`src/rtl/spi_mstr_mss_if.sv`:
```
// Bus bundle for the multi-slave SPI master: host handshake, serial lines and status.
interface spi_mstr_mss_if #(
    parameter int unsigned DATA_W = 16,
    parameter int unsigned N_SS   = 5,
    parameter int unsigned SS_W   = 3
);
    logic              wrt;
    logic [SS_W-1:0]   ss;
    logic [DATA_W-1:0] cmd;
    logic              MISO;
    logic              SCLK;
    logic              MOSI;
    logic [N_SS-1:0]   SS_n;
    logic              busy;
    logic              done;
    logic              err;
    logic [DATA_W-1:0] rd_data;

    modport master (
        input  wrt, ss, cmd, MISO,
        output SCLK, MOSI, SS_n, busy, done, err, rd_data
    );

    modport slave (
        output wrt, ss, cmd, MISO,
        input  SCLK, MOSI, SS_n, busy, done, err, rd_data
    );
endinterface

```
`src/rtl/spi_mstr_mss.sv`:
```
// SPI master (CPHA=0) with built-in slave-select decode; every output is a flop.
module spi_mstr_mss #(
    parameter int unsigned DATA_W   = 16,
    parameter int unsigned N_SS     = 5,
    parameter int unsigned SS_W     = 3,
    parameter int unsigned SCLK_DIV = 16,
    parameter bit          CPOL     = 1'b0
) (
    input  logic            clk,
    input  logic            rst_n,
    spi_mstr_mss_if.master  bus
);
    localparam int unsigned BCW = $clog2(DATA_W + 1);
    localparam int unsigned DCW = $clog2(SCLK_DIV);
    localparam logic [BCW-1:0] LAST_BIT = BCW'(DATA_W - 1);
    localparam logic [DCW-1:0] HALF_M1  = DCW'(SCLK_DIV / 2 - 1);
    localparam logic [DCW-1:0] DIV_M1   = DCW'(SCLK_DIV - 1);

    typedef enum logic [1:0] {IDLE, FRONT, SHIFT, BACK} state_t;

    state_t            state_q, state_d;
    logic [DCW-1:0]    div_q, div_d;
    logic [BCW-1:0]    bit_q, bit_d;
    logic [DATA_W-1:0] tx_q, tx_d;
    logic [DATA_W-1:0] rx_q, rx_d;
    logic [DATA_W-1:0] rd_q, rd_d;
    logic [N_SS-1:0]   ss_n_q, ss_n_d;
    logic              sclk_q, sclk_d;
    logic              mosi_q, mosi_d;
    logic              busy_q, busy_d;
    logic              done_q, done_d;
    logic              err_q, err_d;

    always_ff @(posedge clk or negedge rst_n) begin
        if (!rst_n) begin
            state_q <= IDLE;
            div_q   <= '0;
            bit_q   <= '0;
            tx_q    <= '0;
            rx_q    <= '0;
            rd_q    <= '0;
            ss_n_q  <= '1;
            sclk_q  <= CPOL;
            mosi_q  <= 1'b0;
            busy_q  <= 1'b0;
            done_q  <= 1'b0;
            err_q   <= 1'b0;
        end else begin
            state_q <= state_d;
            div_q   <= div_d;
            bit_q   <= bit_d;
            tx_q    <= tx_d;
            rx_q    <= rx_d;
            rd_q    <= rd_d;
            ss_n_q  <= ss_n_d;
            sclk_q  <= sclk_d;
            mosi_q  <= mosi_d;
            busy_q  <= busy_d;
            done_q  <= done_d;
            err_q   <= err_d;
        end
    end

    always_comb begin
        state_d = state_q;
        div_d   = div_q;
        bit_d   = bit_q;
        tx_d    = tx_q;
        rx_d    = rx_q;
        rd_d    = rd_q;
        ss_n_d  = ss_n_q;
        sclk_d  = sclk_q;
        mosi_d  = mosi_q;
        busy_d  = busy_q;
        done_d  = 1'b0;
        err_d   = 1'b0;

        unique case (state_q)
            IDLE: begin
                if (bus.wrt) begin
                    if (32'(bus.ss) < N_SS) begin
                        // MSB goes straight to MOSI; the rest waits in tx for trailing edges
                        state_d = FRONT;
                        div_d   = '0;
                        bit_d   = '0;
                        tx_d    = {bus.cmd[DATA_W-2:0], 1'b0};
                        rx_d    = '0;
                        mosi_d  = bus.cmd[DATA_W-1];
                        busy_d  = 1'b1;
                        for (int unsigned i = 0; i < N_SS; i++) begin
                            ss_n_d[i] = (32'(bus.ss) != i);
                        end
                    end else begin
                        err_d = 1'b1;
                    end
                end
            end
            FRONT: begin
                if (div_q == HALF_M1) begin
                    state_d = SHIFT;
                    div_d   = '0;
                end else begin
                    div_d = div_q + 1'b1;
                end
            end
            SHIFT: begin
                if (div_q == HALF_M1) begin
                    sclk_d = ~CPOL;
                    rx_d   = {rx_q[DATA_W-2:0], bus.MISO};
                    div_d  = div_q + 1'b1;
                end else if (div_q == DIV_M1) begin
                    sclk_d = CPOL;
                    div_d  = '0;
                    if (bit_q == LAST_BIT) begin
                        state_d = BACK;
                    end else begin
                        bit_d  = bit_q + 1'b1;
                        mosi_d = tx_q[DATA_W-1];
                        tx_d   = {tx_q[DATA_W-2:0], 1'b0};
                    end
                end else begin
                    div_d = div_q + 1'b1;
                end
            end
            BACK: begin
                if (div_q == HALF_M1) begin
                    state_d = IDLE;
                    div_d   = '0;
                    bit_d   = '0;
                    ss_n_d  = '1;
                    busy_d  = 1'b0;
                    done_d  = 1'b1;
                    rd_d    = rx_q;
                    mosi_d  = 1'b0;
                end else begin
                    div_d = div_q + 1'b1;
                end
            end
            default: state_d = IDLE;
        endcase
    end

    assign bus.SCLK    = sclk_q;
    assign bus.MOSI    = mosi_q;
    assign bus.SS_n    = ss_n_q;
    assign bus.busy    = busy_q;
    assign bus.done    = done_q;
    assign bus.err     = err_q;
    assign bus.rd_data = rd_q;
endmodule

```
`src/flat_wrapper.sv`:
```
// flat-port wrapper written by rule: the top's interface ports become plain ports
module spi_mstr_mss_flat 
#(
    parameter int unsigned DATA_W   = 16,
    parameter int unsigned N_SS     = 5,
    parameter int unsigned SS_W     = 3,
    parameter int unsigned SCLK_DIV = 16,
    parameter bit          CPOL     = 1'b0
)
  (clk, rst_n, bus_wrt, bus_ss, bus_cmd, bus_MISO, bus_SCLK, bus_MOSI, bus_SS_n, bus_busy, bus_done, bus_err, bus_rd_data);
  spi_mstr_mss_if #(.DATA_W(DATA_W), .N_SS(N_SS), .SS_W(SS_W)) bus_i ();
  input  logic clk;
  input  logic rst_n;
  input wire logic [$bits(bus_i.wrt)-1:0] bus_wrt;
  input wire logic [$bits(bus_i.ss)-1:0] bus_ss;
  input wire logic [$bits(bus_i.cmd)-1:0] bus_cmd;
  input wire logic [$bits(bus_i.MISO)-1:0] bus_MISO;
  output wire logic [$bits(bus_i.SCLK)-1:0] bus_SCLK;
  output wire logic [$bits(bus_i.MOSI)-1:0] bus_MOSI;
  output wire logic [$bits(bus_i.SS_n)-1:0] bus_SS_n;
  output wire logic [$bits(bus_i.busy)-1:0] bus_busy;
  output wire logic [$bits(bus_i.done)-1:0] bus_done;
  output wire logic [$bits(bus_i.err)-1:0] bus_err;
  output wire logic [$bits(bus_i.rd_data)-1:0] bus_rd_data;
  assign bus_i.wrt = bus_wrt;
  assign bus_i.ss = bus_ss;
  assign bus_i.cmd = bus_cmd;
  assign bus_i.MISO = bus_MISO;
  assign bus_SCLK = bus_i.SCLK;
  assign bus_MOSI = bus_i.MOSI;
  assign bus_SS_n = bus_i.SS_n;
  assign bus_busy = bus_i.busy;
  assign bus_done = bus_i.done;
  assign bus_err = bus_i.err;
  assign bus_rd_data = bus_i.rd_data;
  spi_mstr_mss #(.DATA_W(DATA_W), .N_SS(N_SS), .SS_W(SS_W), .SCLK_DIV(SCLK_DIV), .CPOL(CPOL)) u_core (.clk(clk), .rst_n(rst_n), .bus(bus_i));
endmodule
```
`config.mk`:
```
export PLATFORM = sky130hd
export DESIGN_NAME = spi_mstr_mss_flat
export DESIGN_NICKNAME = d
export VERILOG_FILES = /design/src/rtl/spi_mstr_mss_if.sv /design/src/rtl/spi_mstr_mss.sv /design/src/flat_wrapper.sv
export SDC_FILE = /design/constraint.sdc
export NUM_CORES = 1
export LEC_CHECK = 0
export CAP_MARGIN = 20
export CORE_MARGIN = 4
export CORE_UTILIZATION = 40
export CTS_BUF_LIST = sky130_fd_sc_hd__clkbuf_16
export DETAILED_ROUTE_END_ITERATION = 8
export GPL_TIMING_DRIVEN = 0
export SLEW_MARGIN = 20
export SYNTH_ARGS = -nofsm -noshare
export SYNTH_HDL_FRONTEND = slang
export SYNTH_SLANG_ARGS = --single-unit
```
`constraint.sdc`:
```
create_clock -name clk -period 2.7 [get_ports clk]
set_input_delay 0.54 -clock clk [delete_from_list [all_inputs] [get_ports clk]]
set_output_delay 0.54 -clock clk [all_outputs]
set_load 0.01 [all_outputs]
```
==> flow_metrics.tcl, run 1 <==
set metrics [dict create \
    drc 0 \
    cp.arrival_ns 2.56 \
    final_core_util_pct 53.73 \
    first_pass_iters 6 \
    multi_input_area_um2 1321 \
    cts-root-buf "clkbuf_16" \
    p_per_area_nw_per_um2 979.2 \
    hold-worst-slack_ns 0.06802 \
    die_x_um 96.84 \
    cp-end-kind "flop" \
    start_kind "flop" \
    drive_gt1_share_pct 21.57 \
    hold_class "in -> async" \
    final_antenna_net_count 0 \
    avgViaCountPerCell 5.036 \
    core-area_um2 7687 \
    synth_seq_area_share_pct 54.10 \
    cts_tree "done" \
    maxSlewViolCount 0 \
    fmax_ghz 0.4229 \
    track_usage_pct 14.64 \
    worst_pin_slew_ns 0.5435 \
    syn_nets 308 \
    ir_drop_mv 0.4870 \
    antennaDiodeCount 0 \
    nNetsFinal 368 \
    total_power_uw 4044 \
    ff_latch_area_um2 1708 \
    die_h_um 96.84 \
    clk_latency_ns 0.32 \
    initial_core_util_pct 41.06 \
    relSlewSlack_pct 63.61 \
    ys_top_cells_by_area "dfrtp_1 (50%), mux2_2 (10%), nand2_1 (7.4%)" \
    rsz0062_at_grt "no" \
    synth_cell_types 45 \
    synth_top_area_share_pct 49.94 \
    grt_max_degree 57 \
    yosysWarnings 0 \
    avgRoutedWirePerCell_um 14.71 \
    cp_max_fo 10 \
    final.setup.tns_ns 0 \
    rr_startpoint "u_core.bit_q[0]$_DFFE_PN0P_" \
    drv_cap 0 \
    worstPathRequired_ns 2.90 \
    ys_ff_latch 68 \
    synthArstFlopShare_pct 100.0 \
    status "finished, final reports clean" \
    cts_resized 0 \
    cp-startpoint "u_core.bit_q[0]$_DFFE_PN0P_" \
    clock_path_buffers 2 \
    h-tree-depth 3 \
    synthCells 278 \
    syn_area_um2 3157 \
    p_leak_uw 0.001911 \
    grt_pass1_vias 2366 \
    post_cts_buffers 0 \
    gp_congestion 0.7675 \
    grt_pass1_wl_um 11460 \
    antenna_found_initial 0 \
    ff2ff_setup_slack_ns 0.34 \
    clock_skew_ns 0.007800 \
    num_vias 2241 \
    synthToLayoutAreaGrowth_pct 30.84 \
    num_rows 32 \
    gr-total-overflow 0 \
    finalCritPeriodShare_pct 87.58 \
    clock_sinks 68 \
    final-setup-viol-count 0 \
    avgSynthCellArea_um2 11.36 \
    synth_edf_count 0 \
    fin_crit_ns 2.365 \
    drtIter0Drc 96 \
    clk_pin_slew_ns 0.06 \
    synth_area_leader_cell "dfrtp_1" \
    numCtsBuffers 9 \
    ios 49 \
    drt_wl_total_um 6547 \
    cts_hold_buf 0 \
    die_area_um2 9377 \
    path_class "reg -> reg" \
    ys.flop_type "dfrtp_1" \
    nFillCells 698 \
    place_hpwl_um 4446 \
    place.port_buffers 48 \
    hold_viol_final 0 \
]
==> final timing paths <==
check                                                     end  cells after the start
max                               u_core.tx_q[11]$_DFFE_PN0P_                      9
min                                u_core.tx_q[6]$_DFFE_PN0P_                      1
max reg2reg                       u_core.tx_q[11]$_DFFE_PN0P_                      9
min reg2reg                u_core.bus.rd_data[13]$_DFFE_PN0P_                      2
max in group asynchronous      u_core.bus.SS_n[1]$_DFFE_PN1P_                      2
min in group clk           u_core.bus.rd_data[13]$_DFFE_PN0P_                      2
==> cell type report <==
cell class	instances	share of cell area [%]
Clock buffer	9	5.453
Buffer	17	2.424
Multi-Input combinational cell	186	31.99
Clock inverter	7	2.787
Tap cell	102	3.090
Sequential cell	68	41.35
Timing Repair Buffer	49	12.24
Inverter	7	0.6665
==> placed cells by master (no fill, tap or decap), types with 2 or more instances in the layout <==
cell / netlist / final
dfrtp_1: 63 / 63
clkbuf_1: 3 / 3
nand2_1: 62 / 62
o32a_1: 3 / 3
nor2b_1: 3 / 3
o211ai_2: 2 / 2
inv_1: 6 / 7
ha_1: 7 / 7
clkbuf_16: 0 / 9
buf_4: 3 / 4
a22o_1: 18 / 18
a32oi_1: 3 / 3
or4b_1: 2 / 2
clkdlybuf4s50_1: 0 / 47
nor2_1: 12 / 12
a21o_1: 2 / 2
o221ai_1: 3 / 3
bufinv_16: 0 / 3
and3_1: 2 / 2
nand3_1: 8 / 8
dfstp_2: 5 / 5
buf_6: 2 / 2
buf_2: 7 / 7
mux2_2: 28 / 28
nand3b_1: 2 / 2
clkinv_2: 1 / 2
nor3_1: 4 / 4
nor4bb_1: 2 / 2
o21ai_0: 6 / 6
==> synthesized netlist by cell type (2+ instances only) <==
cell type,instances
clkbuf_1,3
a32oi_1,3
and3_1,2
a22o_1,18
nor2_1,12
ha_1,7
or4b_1,2
dfstp_2,5
nor2b_1,3
dfrtp_1,63
nand3_1,8
nand3b_1,2
o21ai_0,6
mux2_2,28
nand2_1,62
buf_4,3
buf_6,2
o221ai_1,3
buf_2,7
o211ai_2,2
nor3_1,4
inv_1,6
o32a_1,3
nor4bb_1,2
a21o_1,2
==> report_power, final <==
part	internal (uW)	switching, uW
logic	658	638
clock network	900	428
registers	1280	144
==> per-stage QoR <==
stage                     std cells  area [um2]  setup slack [ns]
after floorplan                 278        3157            0.5574
after global placement          428        3765            -1.282
after detailed placement        429        3790            0.1527
after CTS                       445        4130            0.3346
after global routing            445        4130            0.2068
final                           445        4130            0.3353
==> sequential cells by signal (all words and copies together), names as in the netlist, 2 cells and up <==
| signal | flops |
|---|---|
| u_core.bus.rd_data | 16 |
| u_core.state_q | 2 |
| u_core.div_q | 4 |
| u_core.tx_q | 15 |
| u_core.bit_q | 5 |
| u_core.rx_q | 16 |
| u_core.bus.SS_n | 5 |
==> layer usage <==
layer	routed length (um)	vias to the layer above	global-route usage, %
met4	42	0	3.672
met3	243	6	4.254
met5	0	-	0
met2	3157	39	23.09
met1	3104	1093	19.88
li1	-	1103	-
==> logic make-up after synthesis <==
family	share of synthesized area (%)
AO/OA/AOI/OAI	12.25
AND/OR/NAND/NOR	16.49
adder cells (fa/ha/maj)	2.774
buffers and inverters	4.042
flip-flops	54.10
multiplexers	10.34
==> worst max-delay path, stage by stage, from the launching register on <==
cell and delay, ns:
dfrtp_1 0.42, ha_1 0.23, and3_1 0.19, ha_1 0.19, and4b_1 0.24, buf_4 0.18, a21oi_4 0.08, nor2_4 0.18
buf_6 0.18, mux2_2 0.35
Note: power is estimated with default switching activity, not from simulation.
==> run 2, diff against run 1 <==
Settings changed: CORE_UTILIZATION 40 to 25, CTS_BUF_LIST sky130_fd_sc_hd__clkbuf_16 to not set, GPL_TIMING_DRIVEN 0 to not set.
==> run 2 against run 1 <==
Net effect: sequential cell count is the same; setup slack gained 0.069 ns; global-route usage shrank 4.5 points; critical endpoint is now u_core.bit_q[3]$_DFFE_PN0P_; largest power group unchanged.
==> flow_metrics.tcl, run 2 (synthesized netlist as in run 1, its figures left out) <==
set metrics [dict create \
    status "finished, final reports clean" \
    pwr-share-seq_pct 38.0 \
    place_hpwl_um 4580 \
    clk_latency_ns 0.33 \
    p_int_uw 2552 \
    numCtsBuffers 9 \
    die_x_um 120.4 \
    num_rows 40 \
    post_cts_buffers 0 \
    worstPathRequired_ns 2.97 \
    ios 49 \
    switching_share_pct 31.96 \
    ir_drop_mv 0.3263 \
    slowest_delay_ns 0.48 \
    antenna_found_initial 0 \
    grt_max_degree 69 \
    avgViaCountPerCell 4.419 \
    rsz0062_at_grt "no" \
    drtIter0Drc 75 \
    maxSlewViolCount 0 \
    die_area_um2 14490 \
    finalCritPeriodShare_pct 85.03 \
    relSlewSlack_pct 63.89 \
    num_vias 2223 \
    gr-total-overflow 0 \
    clk_pin_slew_ns 0.06 \
    core-area_um2 12160 \
    grt_pass1_wl_um 11650 \
    cp_max_fo 9 \
    worst_pin_slew_ns 0.5393 \
    path_class "reg -> reg" \
    p_sw_uw 1199 \
    clock_path_buffers 2 \
    clock_sinks 68 \
    h-tree-depth 3 \
    finalNonFillerCells 503 \
    cp.arrival_ns 2.56 \
    drive_gt1_share_pct 20.60 \
    final_antenna_net_count 0 \
    multi_input_area_um2 1321 \
    dp.cells 487 \
    mostFrequentLayoutCells "dfrtp_1 (63), nand2_1 (62), clkdlybuf4s50_1 (47)" \
    cts-root-buf "clkbuf_16" \
    ff2ff_setup_slack_ns 0.40 \
    drv_cap 0 \
    fin_crit_ns 2.296 \
    clock_skew_ns 0.007985 \
    die_h_um 120.4 \
    p_leak_uw 0.001842 \
    clkPwrFrac_pct 28.2 \
    cp-end-kind "flop" \
    final-setup-viol-count 0 \
    crit_path_cell_trace "ha_1 > and3_1 > ha_1 > and4b_1 > buf_4 > nand4_1 > or4b_1 > nand3_1" \
    cts_tree "done" \
    final.setup.tns_ns 0 \
    synthToLayoutAreaGrowth_pct 29.65 \
    drc 0 \
    first_pass_iters 4 \
    initial_core_util_pct 25.96 \
    avgRoutedWirePerCell_um 13.52 \
    grt_pass1_vias 2335 \
    pwr-share-comb_pct 33.8 \
    p_per_area_nw_per_um2 916.5 \
    antennaDiodeCount 0 \
    start_kind "flop" \
    cts_resized 0 \
    final_common_cell "dfrtp_1" \
    cts_hold_buf 0 \
    track_usage_pct 10.11 \
    drt_wl_total_um 6803 \
    hold_class "in -> async" \
    cpMaxStageDelayCell "or4b_1" \
    nNetsFinal 360 \
    nFillCells 1218 \
    ff_latch_area_um2 1708 \
    fmax_ghz 0.4356 \
    cpMostUsedCell "ha_1" \
    hold_viol_final 0 \
    place.port_buffers 48 \
    gp_congestion 0.7964 \
]
[run 2: cell count changes in the layout (fill, tap and decap cells not counted), sizes merged]
cell / delta
clkinvlp: +1
clkbuf: -2
clkinv: +2
inv: -2
buf: -4
bufinv: -3
[run 2: cell type report]
| class | count | area share (%) |
|---|---|---|
| well taps | 168 | 5.136 |
| repair buffers | 58 | 13.76 |
| clock buffers | 11 | 5.686 |
| flip-flops and latches | 68 | 41.73 |
| multi-input cells | 186 | 32.28 |
| inverters | 7 | 0.6726 |
| clock inverters | 5 | 0.7337 |
[run 2: power by group through the flow]
stage          clock network [uW]  logic, uW  registers [uW]
2_1_floorplan                   0        942            1420
3_3_place_gp                    0       1250            1440
3_5_place_dp                    0       1280            1450
4_1_cts                      1090       1290            1430
5_1_grt                      1130       1410            1460
6_report                     1060       1270            1430
[run 2: per-layer routing]
layer  part of all wire (%)  global-route usage (%)  vias to the layer above
met3                    4.4                   2.853                       12
met2                     46                   15.86                       43
met5                      0                       0                        -
met4                    1.9                   4.462                        0
met1                     48                   12.98                     1078
li1                       -                       -                     1090
[run 2: worst max-delay path: cells and delay by family, from the launching register on]
family / cells / cell delay [ns]
fa+ha+maj: 2 / 0.43
buf+inv: 1 / 0.18
flops: 1 / 0.42
simple gates: 5 / 1.22
[run 2: path summary, 6_finish.rpt]
kind	from	end	depth (start not counted)
hold / removal	rst_n	u_core.bus.rd_data[12]$_DFFE_PN0P_	2
min in group clk	u_core.bus.rd_data[12]$_DFFE_PN0P_	u_core.bus.rd_data[12]$_DFFE_PN0P_	2
max in group asynchronous	rst_n	u_core.bus.SS_n[4]$_DFFE_PN1P_	2
setup reg to reg	u_core.bit_q[0]$_DFFE_PN0P_	u_core.bit_q[3]$_DFFE_PN0P_	8
setup / recovery	u_core.bit_q[0]$_DFFE_PN0P_	u_core.bit_q[3]$_DFFE_PN0P_	8
hold reg to reg	u_core.bus.rd_data[12]$_DFFE_PN0P_	u_core.bus.rd_data[12]$_DFFE_PN0P_	2
[run 2: through the flow]
stage | cell area (um2) | hold WS [ns] | power (uW) | util (%) | worst slack (ns)
after floorplan | 3157 | 0.2444 | 2361 | - | 0.5574
after global placement | 3830 | 0.4626 | 2685 | 31.49 | 0.3380
after detailed placement | 3830 | 0.4615 | 2730 | 31.49 | 0.2770
after CTS | 4093 | 0.2422 | 3809 | 33.65 | 0.3859
after global routing | 4093 | 0.2588 | 3998 | 33.65 | 0.2773
final | 4093 | 0.2065 | 3751 | 33.65 | 0.4042
==> run 3, diff against run 2 <==
Settings changed: HOLD_SLACK_MARGIN set to 0.12, SLEW_MARGIN 20 to not set.
==> results of run 3 <==
Final layout, timing and power as in run 2 (identical DEF).
